===== src/rtl/cic_serializer.sv =====
// CIC sample serializer: edge-detects the CIC output strobe, buffers samples in
// a small circular FIFO and shifts each word out MSB first with a divided
// serial clock, a full-word frame signal and an inter-word gap.
module cic_serializer #(
   parameter int unsigned DATA_WIDTH = 20,
   parameter int unsigned FIFO_DEPTH = 4,
   parameter int unsigned CLK_DIV    = 2
) (
   input  logic                                clk_i,
   input  logic                                rstn_i,
   input  logic [DATA_WIDTH-1:0]               sample_data_i,
   input  logic                                cic_clk_i,
   input  logic                                enable_i,
   input  logic                                clear_ovf_i,
   output logic                                sclk_o,
   output logic                                sdata_o,
   output logic                                frame_o,
   output logic [$clog2(FIFO_DEPTH+1)-1:0]     fifo_level_o,
   output logic                                overflow_o,
   output logic                                busy_o
);

   localparam int unsigned AW  = (FIFO_DEPTH > 1) ? $clog2(FIFO_DEPTH) : 1;
   localparam int unsigned LW  = $clog2(FIFO_DEPTH + 1);
   localparam int unsigned DVW = (CLK_DIV > 1) ? $clog2(2 * CLK_DIV) : 1;
   localparam int unsigned CW  = $clog2(DATA_WIDTH + 1);

   localparam logic [DVW-1:0] DIV_LAST    = DVW'(2 * CLK_DIV - 1);
   localparam logic [DVW-1:0] DIV_HALF_M1 = DVW'(CLK_DIV - 1);
   localparam logic [LW-1:0]  LEVEL_FULL  = LW'(FIFO_DEPTH);

   typedef enum logic [1:0] {IDLE, LOAD, SHIFT, GAP} state_t;

   state_t                 state_q;
   logic                   cic_q;
   logic [DATA_WIDTH-1:0]  mem_q [FIFO_DEPTH];
   logic [AW-1:0]          wr_ptr_q, wr_ptr_d;
   logic [AW-1:0]          rd_ptr_q, rd_ptr_d;
   logic [LW-1:0]          level_q, level_d;
   logic                   ovf_q, ovf_d;
   logic [DATA_WIDTH-1:0]  shreg_q;
   logic [CW-1:0]          bitcnt_q;
   logic [DVW-1:0]         div_q;
   logic                   sclk_q;
   logic                   frame_q;

   logic                   strobe;
   logic                   pop;
   logic                   push;
   logic                   refused;

   // FIFO next-state: a pop in the same cycle frees a slot for a push into a full FIFO
   always_comb begin
      strobe   = cic_clk_i & ~cic_q;
      pop      = (state_q == LOAD);
      push     = strobe & ((level_q != LEVEL_FULL) | pop);
      refused  = strobe & ~push;
      wr_ptr_d = push ? wr_ptr_q + AW'(1) : wr_ptr_q;
      rd_ptr_d = pop  ? rd_ptr_q + AW'(1) : rd_ptr_q;
      level_d  = level_q;
      if (push && !pop) begin
         level_d = level_q + LW'(1);
      end else if (pop && !push) begin
         level_d = level_q - LW'(1);
      end
      ovf_d = ovf_q;
      if (refused) begin
         ovf_d = 1'b1;
      end else if (clear_ovf_i) begin
         ovf_d = 1'b0;
      end
   end

   // Strobe edge detector, FIFO pointers, level and sticky overflow
   always_ff @(posedge clk_i or negedge rstn_i) begin
      if (!rstn_i) begin
         cic_q    <= 1'b0;
         wr_ptr_q <= '0;
         rd_ptr_q <= '0;
         level_q  <= '0;
         ovf_q    <= 1'b0;
      end else begin
         cic_q    <= cic_clk_i;
         wr_ptr_q <= wr_ptr_d;
         rd_ptr_q <= rd_ptr_d;
         level_q  <= level_d;
         ovf_q    <= ovf_d;
      end
   end

   // FIFO storage; a full-FIFO push during LOAD overwrites the slot being read,
   // which is safe because the read takes the pre-edge contents
   always_ff @(posedge clk_i) begin
      if (push) begin
         mem_q[wr_ptr_q] <= sample_data_i;
      end
   end

   // Transmit FSM with registered serial outputs; the shift register is cleared
   // on leaving SHIFT so its MSB can drive sdata_o directly
   always_ff @(posedge clk_i or negedge rstn_i) begin
      if (!rstn_i) begin
         state_q  <= IDLE;
         shreg_q  <= '0;
         bitcnt_q <= '0;
         div_q    <= '0;
         sclk_q   <= 1'b0;
         frame_q  <= 1'b0;
      end else begin
         case (state_q)
            IDLE: begin
               if (enable_i && (level_q != '0)) begin
                  state_q <= LOAD;
               end
            end
            LOAD: begin
               shreg_q  <= mem_q[rd_ptr_q];
               bitcnt_q <= CW'(DATA_WIDTH - 1);
               div_q    <= '0;
               sclk_q   <= 1'b0;
               frame_q  <= 1'b1;
               state_q  <= SHIFT;
            end
            SHIFT: begin
               if (div_q == DIV_LAST) begin
                  div_q  <= '0;
                  sclk_q <= 1'b0;
                  if (bitcnt_q == '0) begin
                     frame_q <= 1'b0;
                     shreg_q <= '0;
                     state_q <= GAP;
                  end else begin
                     shreg_q  <= shreg_q << 1;
                     bitcnt_q <= bitcnt_q - CW'(1);
                  end
               end else begin
                  div_q  <= div_q + DVW'(1);
                  sclk_q <= (div_q >= DIV_HALF_M1);
               end
            end
            GAP: begin
               if (div_q == DIV_LAST) begin
                  div_q   <= '0;
                  state_q <= IDLE;
               end else begin
                  div_q <= div_q + DVW'(1);
               end
            end
            default: state_q <= IDLE;
         endcase
      end
   end

   assign sclk_o       = sclk_q;
   assign sdata_o      = shreg_q[DATA_WIDTH-1];
   assign frame_o      = frame_q;
   assign fifo_level_o = level_q;
   assign overflow_o   = ovf_q;
   assign busy_o       = (state_q != IDLE);

endmodule


===== config.mk =====
export PLATFORM = sky130hd
export DESIGN_NAME = cic_serializer
export DESIGN_NICKNAME = d
export VERILOG_FILES = /design/src/rtl/cic_serializer.sv
export SDC_FILE = /design/constraint.sdc
export NUM_CORES = 1
export LEC_CHECK = 0
export BUFFER_PORTS_ARGS = -buffer_cell sky130_fd_sc_hd__buf_2
export CAP_MARGIN = 10
export CORE_MARGIN = 2
export CORE_UTILIZATION = 50
export CTS_CLUSTER_DIAMETER = 40
export DETAILED_ROUTE_END_ITERATION = 16
export GPL_TIMING_DRIVEN = 0
export PLACE_DENSITY = 0.64
export SLEW_MARGIN = 20
export SYNTH_ARGS = -nofsm -noshare
export SYNTH_HDL_FRONTEND = slang
export SYNTH_SLANG_ARGS = --single-unit

===== constraint.sdc =====
create_clock -name clk_i -period 3.07 [get_ports clk_i]
set_input_delay 0 -clock clk_i [delete_from_list [all_inputs] [get_ports clk_i]]
set_output_delay 0 -clock clk_i [all_outputs]
set_load 0.005 [all_outputs]

# Word level (Yosys, flattened, before mapping)
# Memories as Yosys holds them, arrays and structs flattened.
# Index checks and enable logic that the tools add are counted.
# classes
addsub,6
order_cmp,1
eq_ne,10
n_mux,24
bitwise_logic,6
n_reduce_logical,18
# op_table
cell,n
two-way mux 20 bit,2
case mux 20 bit (2 select lines),1
two-way mux 2 bit,5
two-way mux 5 bit,2
!= test 2 bit (second input constant),5
case mux 5 bit (2 select lines),1
nonzero test 2 bit,5
case mux 2 bit (4 select lines),1
two-way mux 1 bit,7
adder 2 x 1 -> 2 bit (second input constant),3
equality test 2 bit (second input constant),3
two-way mux 3 bit,2
AND reduction 3 bit,2
zero test 5 bit,1
subtractor 5 x 1 -> 5 bit (second input constant),1
case mux 1 bit (2 select lines),2
case mux 2 bit (2 select lines),1
AND reduction 4 bit,1
adder 3 x 1 -> 3 bit (second input constant),1
bitwise AND 1 bit,3
logical AND 1 bit,3
!= test 3 bit (second input constant),1
nonzero test 3 bit,1
subtractor 3 x 1 -> 3 bit (second input constant),1
other kinds (8),10
# totals
ff_bits,40
mem_bits_rw,80
in_bits,25
out_inout_bits,8
elab_cells,77
n_memories,1
# memory_table
name,depth,width,rd,rd_ports_with_merged_regs,write_ports,line_no,source
mem_q,4,20,1,0,1,36,logic [DATA_WIDTH-1:0] mem_q [FIFO_DEPTH];

# Longest topological paths before layout
# logic_depth
word_depth,7
ltp_mapped,11

# Least setup slack after synthesis
# Ideal clock, no wire load.
# synth_path
kind,register to register
from,register state_q[1]
to,"register level_q[2], in the netlist fifo_level_o[2]"
setup_ns,0.079
arrival_ns,2.206
required_ns,2.991
slack_ns,0.785
path_stages_with_launch,12
path_buffers,1
path_cell_list,dfrtp_1 > inv_1 > ha_1 > clkbuf_2 > nor4b_2 > nor3b_2 > ha_1 > inv_1 > fa_1 > xor2_1 > nor2_1 > xor2_1
# synth_between
elab_chain_len,6
elab_cells_between_ends,9
# synth_rtl
item,line_no,source
from (decl),34,state_t state_q;
from (signal assigned),103,state_q <= IDLE;
from (signal assigned),113,state_q <= LOAD;
from (signal assigned),122,state_q <= SHIFT;
equality test 2 x 1 -> 1 bit (*),55,pop = (state_q == LOAD);
OR 1 bit (*),56,push = strobe & ((level_q != LEVEL_FULL) | pop);
bitwise AND 1 bit (*),56,
named net push,49,logic push;
zero test 1 bit,63,end else if (pop && !push) begin
logical AND 1 bit,63,
nonzero test 2 bit (no source line),n/a,
to (signal assigned),86,level_q <= level_d;
to (decl),39,"logic [LW-1:0] level_q, level_d;"
# Mark *: on every way through the listed nets, which the timed path passes. The rest lies on a longest branch.
# A chain may end at the register's enable or synchronous reset.

# Worst setup path in the final report
# layout_path
from,register state_q[1]
to,"memory mem_q[0][7], enable pin"
# layout_between
elab_chain_len,5
# layout_rtl
item,line_no,source
equality test 2 x 1 -> 1 bit,55,
OR 1 bit,56,
bitwise AND 1 bit,56,
named net push,49,
two-way mux 1 bit,94,if (push) begin
two-way mux 1 bit (implied by the code),95,mem_q[wr_ptr_q] <= sample_data_i;
to (decl),36,
# The timed path passes the listed nets, and every way through them passes these cells.

==> metrics.txt <==
# TYPE chip_impl_metric gauge
chip_impl_info{name="status",value="finished, final reports clean"} 1
chip_impl_metric{name="mean_cell_area_of_the_mapped_netlist",unit="µm²"} 15.4
chip_impl_metric{name="length_in_cells_of_the_worst_reg_to_reg_path",unit=""} 6
chip_impl_metric{name="antennaDiodeCount",unit=""} 0
chip_impl_metric{name="timing.setup.tns",unit="ps"} 0
chip_impl_metric{name="count_of_flip_flops_with_a_built_in_enable_after_synthesis",unit=""} 80
chip_impl_info{name="min_delay_worst_endpoint",value="cic_q"} 1
chip_impl_metric{name="final_antenna_net_count",unit=""} 0
chip_impl_info{name="worstPathCellList",value="inv_1, ha_1, clkbuf_2, nor4b_2, nor3b_2, and2_1"} 1
chip_impl_metric{name="dr_total_vias",unit=""} 2989
chip_impl_metric{name="met2_length",unit="mm"} 4.70
chip_impl_metric{name="dieArea",unit="µm²"} 10800
chip_impl_info{name="clock_tree.root_cell",value="clkbuf_8"} 1
chip_impl_metric{name="route.detailed.drc",unit=""} 0
chip_impl_metric{name="cts.reportedPaths.clkPinSlew",unit="ps"} 60
chip_impl_metric{name="min_delay_path_depth",unit=""} 2
chip_impl_metric{name="io_buffers",unit=""} 32
chip_impl_metric{name="report.final.setup_viol",unit=""} 0
chip_impl_metric{name="grt_start_max_net_pins",unit=""} 41
chip_impl_metric{name="register_bit_count_reported_by_yosys",unit=""} 120
chip_impl_metric{name="netlist-cell-type-count",unit=""} 45
chip_impl_metric{name="critical_path_buf_inv_count",unit=""} 2
chip_impl_metric{name="syn-cell-area",unit="µm²"} 5000
chip_impl_metric{name="grtUsageTotal",unit="%"} 19.1
chip_impl_metric{name="timing.final.hold_violations",unit=""} 0
chip_impl_metric{name="grt_pass1_vias",unit=""} 3086
chip_impl_info{name="dominantRegCellSynth",value="edfxtp_1"} 1
chip_impl_info{name="rr_startpoint",value="state_q[1]"} 1
chip_impl_metric{name="gp_congestion",unit=""} 0.805
chip_impl_metric{name="cts-buffers-inserted",unit=""} 17
chip_impl_metric{name="fin_nets",unit=""} 438
chip_impl_metric{name="synthesis.yosys.warnings",unit=""} 0
chip_impl_metric{name="cts_max_path_buffers",unit=""} 2
chip_impl_metric{name="grt_first_pass_wirelength",unit="mm"} 15.8
chip_impl_metric{name="antenna_violations_before_repair",unit=""} 0
chip_impl_metric{name="place.detailed.hpwl",unit="mm"} 5.79
chip_impl_info{name="critical_path.slowest_cell",value="and2_1"} 1
chip_impl_metric{name="rows",unit=""} 36
chip_impl_info{name="crit-reg2reg-capture",value="mem_q[0][7]"} 1
chip_impl_metric{name="drive_above_1_share",unit="%"} 24.9
chip_impl_metric{name="worst_pin_slew",unit="ps"} 1040
chip_impl_metric{name="ir_worst_vdd",unit="µV"} 652
chip_impl_info{name="layout.cells.most_common_list",value="edfxtp_1 (80), dfrtp_1 (40), buf_2 (36)"} 1
chip_impl_info{name="setup.worst_path.class",value="flip-flop to flip-flop"} 1
chip_impl_metric{name="core-area",unit="µm²"} 9730
chip_impl_metric{name="drtIter0Drc",unit=""} 133
chip_impl_metric{name="slew_headroom",unit="%"} 30.8
chip_impl_metric{name="cap_viol_max_count",unit=""} 0
chip_impl_info{name="critical_path.top_delay_family",value="simple AND/OR/NAND/NOR gates"} 1
chip_impl_info{name="tritoncts",value="built"} 1
chip_impl_metric{name="power.static_leakage",unit="nW"} 2.30
chip_impl_metric{name="timing.final.ws_setup",unit="ps"} 372
chip_impl_metric{name="die_y",unit="µm"} 104
chip_impl_metric{name="synthesis.nets",unit=""} 362
chip_impl_metric{name="start_util",unit="%"} 51.4
chip_impl_metric{name="avgViaCountPerCell",unit=""} 5.46
chip_impl_metric{name="r2r_slack",unit="ps"} 370
chip_impl_metric{name="final_routed_wirelength_across_all_metal_layers",unit="mm"} 9.39
chip_impl_metric{name="cts.sinks",unit=""} 120
chip_impl_metric{name="wl_met3",unit="µm"} 400
chip_impl_metric{name="timing_max_transition_violations_final",unit=""} 0
chip_impl_info{name="timing.hold.worst.start",value="cic_clk_i"} 1
chip_impl_info{name="rsz0062_at_grt",value="no"} 1
chip_impl_metric{name="wl_met1",unit="mm"} 4.21
chip_impl_metric{name="ys_async_sr_fraction",unit="%"} 33.3
chip_impl_metric{name="grt_overflow",unit=""} 0
chip_impl_metric{name="synthToLayoutAreaGrowth",unit="%"} 23.3
chip_impl_metric{name="fillers",unit=""} 744
chip_impl_metric{name="postLayoutCoreUtil",unit="%"} 63.4
chip_impl_metric{name="arrival",unit="ps"} 2830
chip_impl_metric{name="ios",unit=""} 33
chip_impl_metric{name="timing.critical_path.required",unit="ps"} 3200
chip_impl_metric{name="cpPeakStageDelay",unit="ps"} 880
chip_impl_metric{name="drt_pass1_iterations",unit=""} 4
chip_impl_metric{name="finalClockSkew",unit="ps"} 6.67
chip_impl_metric{name="pre_cts_slack",unit="ps"} 218
chip_impl_metric{name="die_w",unit="µm"} 104
chip_impl_metric{name="pwr_density_cell",unit="nW/µm²"} 997
chip_impl_metric{name="fmax",unit="MHz"} 371
chip_impl_info{name="layout.cells.most_common",value="edfxtp_1"} 1
chip_impl_metric{name="path_max_fanout",unit=""} 20
chip_impl_info{name="min_path_type",value="input pin to flip-flop"} 1
chip_impl_metric{name="syn-instance-count",unit=""} 325
chip_impl_metric{name="post_drt_wl_per_cell",unit="µm"} 17.2
chip_impl_metric{name="worst_hold_slack",unit="ps"} 151
chip_impl_metric{name="post-cts-setup-buffers",unit=""} 0
chip_impl_info{name="critPathLaunchType",value="flip-flop"} 1
chip_impl_metric{name="h-tree-depth",unit=""} 4
chip_impl_metric{name="post-route-period-util",unit="%"} 87.9
chip_impl_info{name="end_kind",value="flip-flop"} 1
chip_impl_metric{name="finalWorstPathRequiredPeriod",unit="ps"} 2700
chip_impl_metric{name="ys_seq_area_share",unit="%"} 68.0
chip_impl_info{name="top_signal_layer_used",value="met4"} 1
chip_impl_metric{name="clk-insertion-delay-late",unit="ps"} 520
-- how the worst max path moves through the flow --
stage | start | to | depth (start not counted)
after floorplan | state_q[1] | fifo_level_o[2] | 11
after global placement | state_q[1] | mem_q[3][7] | 6
after detailed placement | state_q[1] | mem_q[2][3] | 6
after CTS | state_q[1] | mem_q[2][5] | 6
after global routing | state_q[1] | mem_q[0][7] | 6
final | state_q[1] | mem_q[0][7] | 6
-- state kept, by name, summed over array words and instances (netlist names) --
register	flops
bitcnt_q	5
shreg_q	20
fifo_level_o	3
state_q	2
cic_q	1
overflow_o	1
mem_q	80
frame_o	1
div_q	2
sclk_o	1
wr_ptr_q	2
rd_ptr_q	2
-- power breakdown --
part / internal (mW) / switching [mW]
registers: 2.11 / 0.196
logic: 0.822 / 1.09
clock network: 1.19 / 0.749
-- final cells by class --
type / count / area [µm²] / area share, %
repair buffers: 57 / 412 / 6.67
inverters: 14 / 52.6 / 0.852
flip-flops and latches: 120 / 3400 / 55.1
clock inverters: 14 / 159 / 2.58
well taps: 133 / 166 / 2.70
clock buffers: 18 / 428 / 6.93
plain buffers: 18 / 104 / 1.68
multi-input cells: 173 / 1450 / 23.4
-- metrics by stage --
stage | instances | cell area [µm²] | total power [mW]
after floorplan | 325 | 5000 | 3.70
final | 547 | 6170 | 6.15
after CTS | 546 | 6160 | 6.20
after global placement | 490 | 5330 | 4.16
after global routing | 547 | 6170 | 6.54
after detailed placement | 490 | 5330 | 4.23
-- synth_stat cells (7+ instances only) --
cell / n / area [µm²]
inv_1: 14 / 52.6
nand2_1: 25 / 93.8
ha_1: 11 / 138
dfrtp_1: 40 / 1000
a21oi_1: 19 / 95.1
nand3_1: 22 / 110
mux4_2: 20 / 450
edfxtp_1: 80 / 2400
clkbuf_1: 7 / 26.3
a31oi_1: 20 / 125
o21ai_0: 9 / 45.0
-- cell families after synthesis --
kind of cell               share of synthesized area (%)
buffers and inverters                               3.13
adders and majority gates                           3.15
AOI/OAI and AO/OA                                   7.15
muxes                                               9.45
and+or+nand+nor                                     8.05
xor gates and xnor gates                            1.05
DFF                                                 68.0
-- metal layers --
| metal | vias up | track usage [%] |
|---|---|---|
| met5 | - | 0 |
| li1 | 1401 | - |
| met3 | 9 | 5.76 |
| met2 | 67 | 30.3 |
| met4 | 0 | 6.08 |
| met1 | 1512 | 25.6 |
-- repair_timing --
item | 4_1_cts | 5_1_grt
hold buffers | 24 | 0
gates resized for setup | 0 | 0
hold endpoints to repair | 125 | 0
Note: power is estimated with default switching activity, not from simulation.
